## config.mk

```make
export PLATFORM = sky130hd
export DESIGN_NAME = virtual_src
export DESIGN_NICKNAME = d
export VERILOG_FILES = /design/src/rtl/virtual_src_pkg.sv /design/src/rtl/virtual_src_credit_counter.sv /design/src/rtl/virtual_src.sv
export VERILOG_INCLUDE_DIRS = /design/src /design/src/rtl
export SDC_FILE = /design/constraint.sdc
export NUM_CORES = 1
export LEC_CHECK = 0
export BUFFER_PORTS_ARGS = -buffer_cell sky130_fd_sc_hd__buf_2
export CAP_MARGIN = 20
export CORE_MARGIN = 5
export CORE_UTILIZATION = 60
export DETAILED_ROUTE_END_ITERATION = 8
export PLACE_DENSITY_LB_ADDON = 0.25
export SLEW_MARGIN = 25
export SYNTH_ARGS = -nofsm -noshare
export SYNTH_HDL_FRONTEND = slang
export SYNTH_SLANG_ARGS = --single-unit
```

## constraint.sdc

```tcl
create_clock -name clk -period 3.8 [get_ports clk]
set_clock_uncertainty 0.05 [all_clocks]
set_input_delay 0.19 -clock clk [delete_from_list [all_inputs] [get_ports clk]]
set_output_delay 0.19 -clock clk [all_outputs]
set_load 0.01 [all_outputs]
```

## src/rtl/params.svh

```systemverilog
// Shared flit format and downstream buffer sizing for the virtual source.
`ifndef VIRTUAL_SRC_PARAMS_SVH
`define VIRTUAL_SRC_PARAMS_SVH

`define DW               32
`define PKT_LEN          4
`define BUFFER_ALLOC     8
`define BUFFER_ALLOC_LOG 3

`define HEAD 2'b01
`define BODY 2'b10
`define TAIL 2'b11

`endif

```

## src/rtl/virtual_src_pkg.sv

```systemverilog
// Shared types and constants for the virtual traffic source.
// Flit layout: [DW-1:DW-2] flit type, [DW-3:0] payload.
// Sizes are taken from params.svh so every block agrees on them.
`include "params.svh"

package virtual_src_pkg;

    localparam int DW        = `DW;
    localparam int PAY_W     = `DW - 2;
    localparam int PKT_LEN   = `PKT_LEN;
    localparam int BUF_ALLOC = `BUFFER_ALLOC;
    localparam int CNT_W     = `BUFFER_ALLOC_LOG + 1;

    localparam logic [1:0] FLIT_HEAD = `HEAD;
    localparam logic [1:0] FLIT_BODY = `BODY;
    localparam logic [1:0] FLIT_TAIL = `TAIL;

    typedef enum logic [2:0] {
        ST_IDLE,
        ST_HEAD,
        ST_BODY,
        ST_TAIL,
        ST_GAP,
        ST_DONE
    } state_e;

    // Pack a flit type and payload into one bus word.
    function automatic logic [DW-1:0] make_flit(input logic [1:0]       ftype,
                                                input logic [PAY_W-1:0] payload);
        return {ftype, payload};
    endfunction

endpackage

```

## src/rtl/virtual_src_credit_counter.sv

```systemverilog
// Purpose: up/down credit counter, saturating at MAX, with sticky overflow flag.
// Latency: count and flag update one cycle after dec_i/inc_i.
// Backpressure: none; inc_i at MAX without dec_i saturates and raises err_o.
module virtual_src_credit_counter #(
    parameter int W   = 4,
    parameter int MAX = 8
) (
    input  logic         clk,
    input  logic         rstn,
    input  logic         dec_i,
    input  logic         inc_i,
    output logic [W-1:0] cnt_o,
    output logic         err_o
);

    localparam logic [W-1:0] MAX_V = W'(MAX);
    localparam logic [W-1:0] ONE_V = W'(1);

    logic [W-1:0] cnt_q, cnt_d;
    logic         err_q, err_d;

    // Net change per cycle: a simultaneous return and spend cancel out.
    always_comb begin
        cnt_d = cnt_q;
        err_d = err_q;
        if (inc_i && !dec_i) begin
            if (cnt_q == MAX_V) begin
                err_d = 1'b1;
            end else begin
                cnt_d = cnt_q + ONE_V;
            end
        end else if (dec_i && !inc_i && (cnt_q != '0)) begin
            cnt_d = cnt_q - ONE_V;
        end
    end

    // Credits start full; the overflow flag only clears on reset.
    always_ff @(posedge clk or negedge rstn) begin
        if (!rstn) begin
            cnt_q <= MAX_V;
            err_q <= 1'b0;
        end else begin
            cnt_q <= cnt_d;
            err_q <= err_d;
        end
    end

    assign cnt_o = cnt_q;
    assign err_o = err_q;

endmodule

```

## src/rtl/virtual_src.sv

```systemverilog
// Purpose: credit-based packet generator emitting PKT_NUM HEAD/BODY/TAIL packets per start pulse.
// Latency: start in cycle N -> first HEAD valid in cycle N+1; one flit per cycle when unstalled.
// Backpressure: holds valid_o/data_o until ready_i; stalls with valid_o low when no credits remain.
module virtual_src
    import virtual_src_pkg::*;
#(
    parameter logic [9:0] stream_id = 10'd0,
    parameter int         PKT_NUM   = 4,
    parameter int         GAP       = 0
) (
    input  logic             clk,
    input  logic             rstn,
    input  logic             start,
    output logic             valid_o,
    output logic [DW-1:0]    data_o,
    input  logic             ready_i,
    input  logic             credit_upd,
    output logic [CNT_W-1:0] credit_cnt,
    output logic             done,
    output logic             credit_err
);

    localparam logic [9:0]  LAST_PKT  = 10'(PKT_NUM - 1);
    localparam logic [7:0]  LAST_GAP  = 8'(GAP - 1);
    localparam logic [15:0] LAST_BODY = 16'(PKT_LEN - 3);

    state_e           state_q, state_d;
    logic [9:0]       pkt_q, pkt_d;      // packet index within the burst
    logic [15:0]      bidx_q, bidx_d;    // body flit index within the packet
    logic [PAY_W-1:0] bctr_q, bctr_d;    // running body payload across the burst
    logic [7:0]       gap_q, gap_d;      // idle cycles spent in GAP

    logic xfer;
    logic credit_ok;

    assign credit_ok = (credit_cnt != '0);
    assign xfer      = valid_o & ready_i;

    virtual_src_credit_counter #(
        .W   (CNT_W),
        .MAX (BUF_ALLOC)
    ) u_credit_counter (
        .clk   (clk),
        .rstn  (rstn),
        .dec_i (xfer),
        .inc_i (credit_upd),
        .cnt_o (credit_cnt),
        .err_o (credit_err)
    );

    // FSM state register; reset abandons any packet in flight.
    always_ff @(posedge clk or negedge rstn) begin
        if (!rstn) begin
            state_q <= ST_IDLE;
        end else begin
            state_q <= state_d;
        end
    end

    // Next-state: advance only on accepted flits, or on the gap timer.
    always_comb begin
        state_d = state_q;
        unique case (state_q)
            ST_IDLE, ST_DONE: begin
                if (start) state_d = ST_HEAD;
            end
            ST_HEAD: begin
                if (xfer) state_d = (PKT_LEN > 2) ? ST_BODY : ST_TAIL;
            end
            ST_BODY: begin
                if (xfer && (bidx_q == LAST_BODY)) state_d = ST_TAIL;
            end
            ST_TAIL: begin
                if (xfer) begin
                    if (pkt_q == LAST_PKT) begin
                        state_d = ST_DONE;
                    end else if (GAP > 0) begin
                        state_d = ST_GAP;
                    end else begin
                        state_d = ST_HEAD;
                    end
                end
            end
            ST_GAP: begin
                if (gap_q == LAST_GAP) state_d = ST_HEAD;
            end
            default: state_d = ST_IDLE;
        endcase
    end

    // Counter next-state: a start only lands in IDLE/DONE, so mid-burst pulses touch nothing.
    always_comb begin
        pkt_d  = pkt_q;
        bidx_d = bidx_q;
        bctr_d = bctr_q;
        gap_d  = gap_q;
        unique case (state_q)
            ST_IDLE, ST_DONE: begin
                if (start) begin
                    pkt_d  = '0;
                    bidx_d = '0;
                    bctr_d = '0;
                    gap_d  = '0;
                end
            end
            ST_BODY: begin
                if (xfer) begin
                    bctr_d = bctr_q + PAY_W'(1);
                    bidx_d = (bidx_q == LAST_BODY) ? 16'd0 : bidx_q + 16'd1;
                end
            end
            ST_TAIL: begin
                if (xfer && (pkt_q != LAST_PKT)) begin
                    pkt_d = pkt_q + 10'd1;
                    gap_d = '0;
                end
            end
            ST_GAP: begin
                gap_d = gap_q + 8'd1;
            end
            default: begin
            end
        endcase
    end

    // Packet bookkeeping registers.
    always_ff @(posedge clk or negedge rstn) begin
        if (!rstn) begin
            pkt_q  <= '0;
            bidx_q <= '0;
            bctr_q <= '0;
            gap_q  <= '0;
        end else begin
            pkt_q  <= pkt_d;
            bidx_q <= bidx_d;
            bctr_q <= bctr_d;
            gap_q  <= gap_d;
        end
    end

    // Outputs decode registers only, so valid_o has no path from ready_i.
    always_comb begin
        valid_o = 1'b0;
        data_o  = '0;
        done    = 1'b0;
        unique case (state_q)
            ST_HEAD: begin
                valid_o = credit_ok;
                data_o  = make_flit(FLIT_HEAD, PAY_W'(stream_id));
            end
            ST_BODY: begin
                valid_o = credit_ok;
                data_o  = make_flit(FLIT_BODY, bctr_q);
            end
            ST_TAIL: begin
                valid_o = credit_ok;
                data_o  = make_flit(FLIT_TAIL, PAY_W'(pkt_q));
            end
            ST_DONE: begin
                done = 1'b1;
            end
            default: begin
            end
        endcase
    end

endmodule

```

# Word level (Yosys, flattened, before mapping)
# Index checks and enable logic that the tools add are counted.
dict set report totals {
  in_bits 5
  out_inout_bits 39
  word_cells 79
  ff_bits 72
}
dict set report op_classes {
  n_reduce_logical 21
  addsub 6
  eq_ne 18
  n_mux 26
  n_bitwise 1
}
# cell n
set ops {}
lappend ops {{$pmux W32 S3} 1}
lappend ops {{$mux W30} 2}
lappend ops {{$pmux W30 S2} 1}
lappend ops {{$mux W16} 3}
lappend ops {{$pmux W16 S2} 1}
lappend ops {{$add A30 B1 Y30 const B} 1}
lappend ops {{$pmux W8 S3} 1}
lappend ops {{$mux W10} 2}
lappend ops {{$pmux W10 S2} 1}
lappend ops {{$mux W3} 6}
lappend ops {{$add A16 B1 Y16 const B} 1}
lappend ops {{$eq A16 B1 Y1 const B} 1}
lappend ops {{$mux W8} 2}
lappend ops {{$pmux W3 S5} 1}
lappend ops {{$mux W4} 3}
lappend ops {{$add A10 B1 Y10 const B} 1}
lappend ops {{$eq A10 B2 Y1 const B} 1}
lappend ops {{$ne A10 B2 Y1 const B} 1}
lappend ops {{$ne A2 B2 Y1 const B} 5}
lappend ops {{$reduce_and A3 Y1} 3}
lappend ops {{$add A8 B1 Y8 const B} 1}
lappend ops {{$eq A8 B8 Y1 const B} 1}
lappend ops {{$eq A3 B2 Y1 const B} 2}
lappend ops {{$eq A3 B3 Y1 const B} 2}
lappend ops {{17 further kinds} 28}

# Depth between registers and ports, before layout
dict set report depth {
  ltp_word 8
  mapped_depth 9
  ltp_nobuf 9
}

# Hierarchy
# A second synthesis with hierarchy kept.
dict set report hier_totals {
  cells_unflattened 481
  hier_area_um2 4255.3
}
# module cells_each seq_area_each_um2 area_per_inst_um2 n_inst
set by_module_without_submodules {}
lappend by_module_without_submodules {virtual_src 451 1676.6 3918.8 1}
lappend by_module_without_submodules {virtual_src_credit_counter 30 126.4 336.6 1}

# Least setup slack after synthesis
# No wires, ideal clock.
dict set report synth_timing {
  path_type {flip-flop to flip-flop}
  start {register u_credit_counter.cnt_q[0], in the netlist u_credit_counter.cnt_o[0]}
  end {register u_credit_counter.cnt_q[3], in the netlist u_credit_counter.cnt_o[3]}
  required_ns 3.666
  path_stages_with_launch 9
  setup_ns 0.084
  setup_slack_ns 1.069
  period_less_slack_ns 2.731
  path_buffers 0
  t_arrival_ns 2.597
  cell_sequence {dfrtp_1 or3_1 nor2_1 o21ai_0 ha_1 a21o_1 a21o_1 or3_1 a311o_1}
}
dict set report synth_between {
  elab_chain_len 7
  word_cells_on_any_way 16
  classes_between {2 x add/sub; 2 x eq/ne; 4 x mux; 1 x bitwise; 7 x reduce/logical}
}
# element line_no
set synth_rtl {}
lappend synth_rtl {{start, declared} virtual_src_credit_counter.sv:19} ;# logic [W-1:0] cnt_q, cnt_d;
lappend synth_rtl {{start signal, assigned} virtual_src_credit_counter.sv:43} ;# cnt_q <= cnt_d;
lappend synth_rtl {{$reduce_bool A4 Y1} {virtual_src_credit_counter.sv:32, virtual_src.sv:36}}
lappend synth_rtl {{$mux W1} virtual_src.sv:146} ;# unique case (state_q)
lappend synth_rtl {{$and A1 B1 Y1} virtual_src.sv:37} ;# assign xfer = valid_o & ready_i;
lappend synth_rtl {{$logic_not A1 Y1 or $logic_and A1 B1 Y1 (tied branches)} {virtual_src_credit_counter.sv:26, virtual_src_credit_counter.sv:32}}
lappend synth_rtl {{$logic_and A1 B1 Y1 (on tied branches)} {virtual_src_credit_counter.sv:26, virtual_src_credit_counter.sv:32}}
lappend synth_rtl {{$ne A2 B2 Y1 (no source line) or $reduce_bool A2 Y1 (tied branches)} --}
lappend synth_rtl {{$reduce_and A2 Y1 (no source line)} --}
# Parallel ways exist; a longest one is shown, timed or not. The select of a mux whose other input is x is not followed.
# A chain may end at the register's enable or synchronous reset.

# Worst setup path after layout
# Same ends and word-level chain as after synthesis.

==> flow_metrics.py <==
metrics = {
    "floorplan": {
        "initial_core_util_pct": 60.9,
        "die_w_um": 95.3,
        "fp-row-count": 31,
        "ios": 44,
        "die_height_um": 95.3,
        "die_area_sq_um": 9090,
        "fp.coreArea_sq_um": 7180,
    },
    "sta": {
        "finalSetupViolCount": 0,
        "hold_ws_ns": 0.210,
        "fmax_mhz": 333,
        "finalHoldViolCount": 0,
        "min_period_ns": 3.00,
        "fin_ws_ns": 0.797,
        "drv_slew": 0,
        "slew_headroom_pct": 43.6,
        "period_share_pct": 79.0,
        "worst_slew_pin_slew_ns": 0.836,
        "setup_tns_ns": 0,
        "rsz0062_at_grt": "no",
    },
    "placement": {
        "placedCellCount": 613,
        "port_buffers": 43,
        "dp_hpwl_mm": 7.03,
        "pre_cts_slack_ns": 0.845,
        "place.gp.congestion": 0.858,
    },
    "final_layout": {
        "final_nets": 539,
        "postLayoutCoreUtil_pct": 68.4,
        "syn2layout_area_growth_pct": 12.4,
        "layout-drive-gt1-share_pct": 15.1,
        "antenna_cells": 0,
        "instances_no_fill": 629,
    },
    "clock_network": {
        "clkSinkCount": 72,
        "cts_buffer_depth": 2,
        "post_cts_buffers": 0,
        "cts_resized": 0,
        "clkTransAtPathRegs_ns": 0.07,
        "clk_latency_ns": 0.36,
        "root_buffer": "clkbuf_8",
        "cts_tree": "built",
        "tritoncts.num_buffers": 9,
        "ctsHtreeMaxLevel": 3,
    },
    "routing": {
        "avgViaCountPerCell": 6.06,
        "ant_nets": 0,
        "finalWirelength_mm": 10.1,
        "vias": 3812,
        "drcViolationCount": 0,
        "wl_per_cell_um": 16.0,
        "drtIter0Drc": 208,
        "first_pass_iters": 4,
    },
    "setup_path": {
        "cp_slowest_cell": "dfrtp_1",
        "cp_num_buf_inv": 0,
        "reg2reg_slack_ns": 0.80,
        "timing.rr.start": "u_credit_counter.cnt_o[0]",
        "crit_family": "simple AND/OR/NAND/NOR gates",
        "critPathMaxStageDelay_ns": 0.47,
        "r2r_end": "u_credit_counter.cnt_o[3]",
        "crit_cells": 9,
        "worstSetupPathType": "reg2reg",
        "worstPathCellList": "or3_1, nor2_1, o21ai_0, ha_1, a21o_1, a21o_1, or4_1, a21oi_1, a311o_1",
        "crit_path_frequent_cell": "a21o_1",
        "cp_data_required_time_ns": 4.04,
        "worst-path-max-fanout": 8,
        "end_kind": "flip-flop",
        "start_kind": "flip-flop",
        "arrival_ns": 3.24,
        "reg2reg_depth": 9,
    },
    "hold_path": {
        "hold_start": "credit_upd",
        "worstHoldEndpoint": "u_credit_counter.cnt_o[2]",
        "hold_path_class": "in2reg",
        "min_path_cells": 3,
    },
    "synthesis": {
        "yosys_warnings": 0,
        "syn_area_sq_um": 4370,
        "postSynthAreaPerCell_sq_um": 8.97,
        "yosysUniqueCellTypes": 59,
        "synth-seq-cells": 72,
        "synthFlopType": "dfrtp_1",
        "synth_fp_nets": 500,
        "ys_seq_area_share_pct": 41.3,
        "synth_cells": 487,
        "synth_edf_count": 0,
        "async_reset_ff_share_pct": 100,
    },
    "status": {
        "status": "complete, no violations",
    },
    "global_route": {
        "track_usage_pct": 24.5,
        "grt_pass1_wl_mm": 17.6,
        "grt_pass1_vias": 3696,
        "overflow": 0,
        "grt_max_degree": 54,
        "antenna_found_initial": 0,
    },
    "power_and_ir_drop": {
        "peakVddDrop_mv": 0.262,
        "leakage_nw": 2.27,
        "power-per-cell-area_nw_per_um2": 541,
    },
    "job": {
        "max_cap_violations": 0,
    },
}
==> worst min-delay path: stages <==
cell	delay, ns
buf_2	0.17
a31oi_1	0.14
o21ai_0	0.08
==> stage by stage <==
stage               cell area, sq um  total power, mW
floorplan                       4370             1.69
global route                    4910             2.84
CTS                             4910             2.67
finish                          4910             2.66
global placement                4680             1.94
detailed placement              4680             1.99
==> cells in the mapped netlist, drive strengths merged (4+ instances only) <==
master / count / share of area [%]
mux2i: 14 / 3.2
and3: 13 / 1.9
nor3: 13 / 1.5
nand4: 28 / 4.3
or3: 8 / 1.1
dfrtp: 71 / 41
nor2: 56 / 4.8
clkbuf: 15 / 1.3
nand3: 32 / 3.7
and2: 27 / 3.9
xor2: 26 / 5.2
nor4: 9 / 1.8
ha: 7 / 2.0
inv: 9 / 0.77
or2: 4 / 0.57
buf: 8 / 0.89
o21ai: 20 / 2.3
and4: 7 / 1.4
o31ai: 9 / 1.5
nor3b: 4 / 0.69
a21oi: 14 / 1.6
nand2: 33 / 2.8
xnor2: 10 / 2.0
a31oi: 6 / 0.86
==> per-layer routing <==
metal | track usage (%) | part of all wire, %
met1 | 32.7 | 45
met2 | 38.8 | 48
met3 | 3.63 | 3.6
met4 | 12.0 | 2.6
met5 | 0 | 0
==> kinds of logic after synthesis <==
group,count (synthesis),synth area share (%)
AO/OA/AOI/OAI,78,12.1
buffers and inverters,32,2.95
XOR/XNOR,36,7.22
multiplexers,15,3.46
flip-flops,72,41.3
AND/OR/NAND/NOR,246,30.6
adder cells (fa/ha/maj),8,2.46
==> flip-flops by register name, summed over array words and instances, names as in the netlist <==
register,flops
state_q,3
u_credit_counter.err_o,1
bctr_q,30
pkt_q,10
bidx_q,16
u_credit_counter.cnt_o,4
gap_q,8
==> layout make-up <==
type / count / area, sq um
multi-input combinational: 383 / 2450
fill: 609 / 2270
sequential: 72 / 1800
timing repair buffer: 51 / 278
clock buffer: 12 / 155
tap: 99 / 124
clock inverter: 3 / 65.1
inverter: 9 / 33.8
==> how the worst max path moves through the flow <==
stage / slack (ns) / from / endpoint
finish: 0.80 / u_credit_counter.cnt_o[0] / u_credit_counter.cnt_o[3]
global route: 0.59 / state_q[1] / u_credit_counter.cnt_o[3]
CTS: 0.82 / u_credit_counter.cnt_o[0] / u_credit_counter.cnt_o[3]
detailed placement: 0.85 / u_credit_counter.cnt_o[0] / u_credit_counter.cnt_o[3]
global placement: 1.01 / u_credit_counter.cnt_o[0] / u_credit_counter.cnt_o[3]
floorplan: 1.07 / u_credit_counter.cnt_o[0] / u_credit_counter.cnt_o[3]
==> power by group <==
| part | leakage [nW] | total, mW | switching, mW | internal [mW] |
|---|---|---|---|---|
| Combinational | 1.18 | 0.934 | 0.580 | 0.353 |
| Clock | 0.112 | 0.676 | 0.274 | 0.401 |
| Sequential | 0.979 | 1.05 | 0.171 | 0.875 |
| Total | 2.27 | 2.66 | 1.03 | 1.63 |
==> timing repair <==
item,in CTS,in global routing
hold buffers,1,0
hold endpoints to repair,18,0
setup endpoints to repair,0,0
==> layout by cell type (no fill, tap or decap), types with 11 or more instances in the layout <==
| master | n |
|---|---|
| a21oi_1 | 14 |
| buf_2 | 43 |
| nor2_1 | 55 |
| xor2_1 | 26 |
| dfrtp_1 | 71 |
| nand2_1 | 33 |
| o21ai_0 | 20 |
| nor3_1 | 13 |
| nand4_1 | 26 |
| and2_1 | 27 |
| mux2i_1 | 14 |
| and3_1 | 13 |
| clkbuf_8 | 11 |
| nand3_1 | 32 |
(Power assumes the default switching activity.)
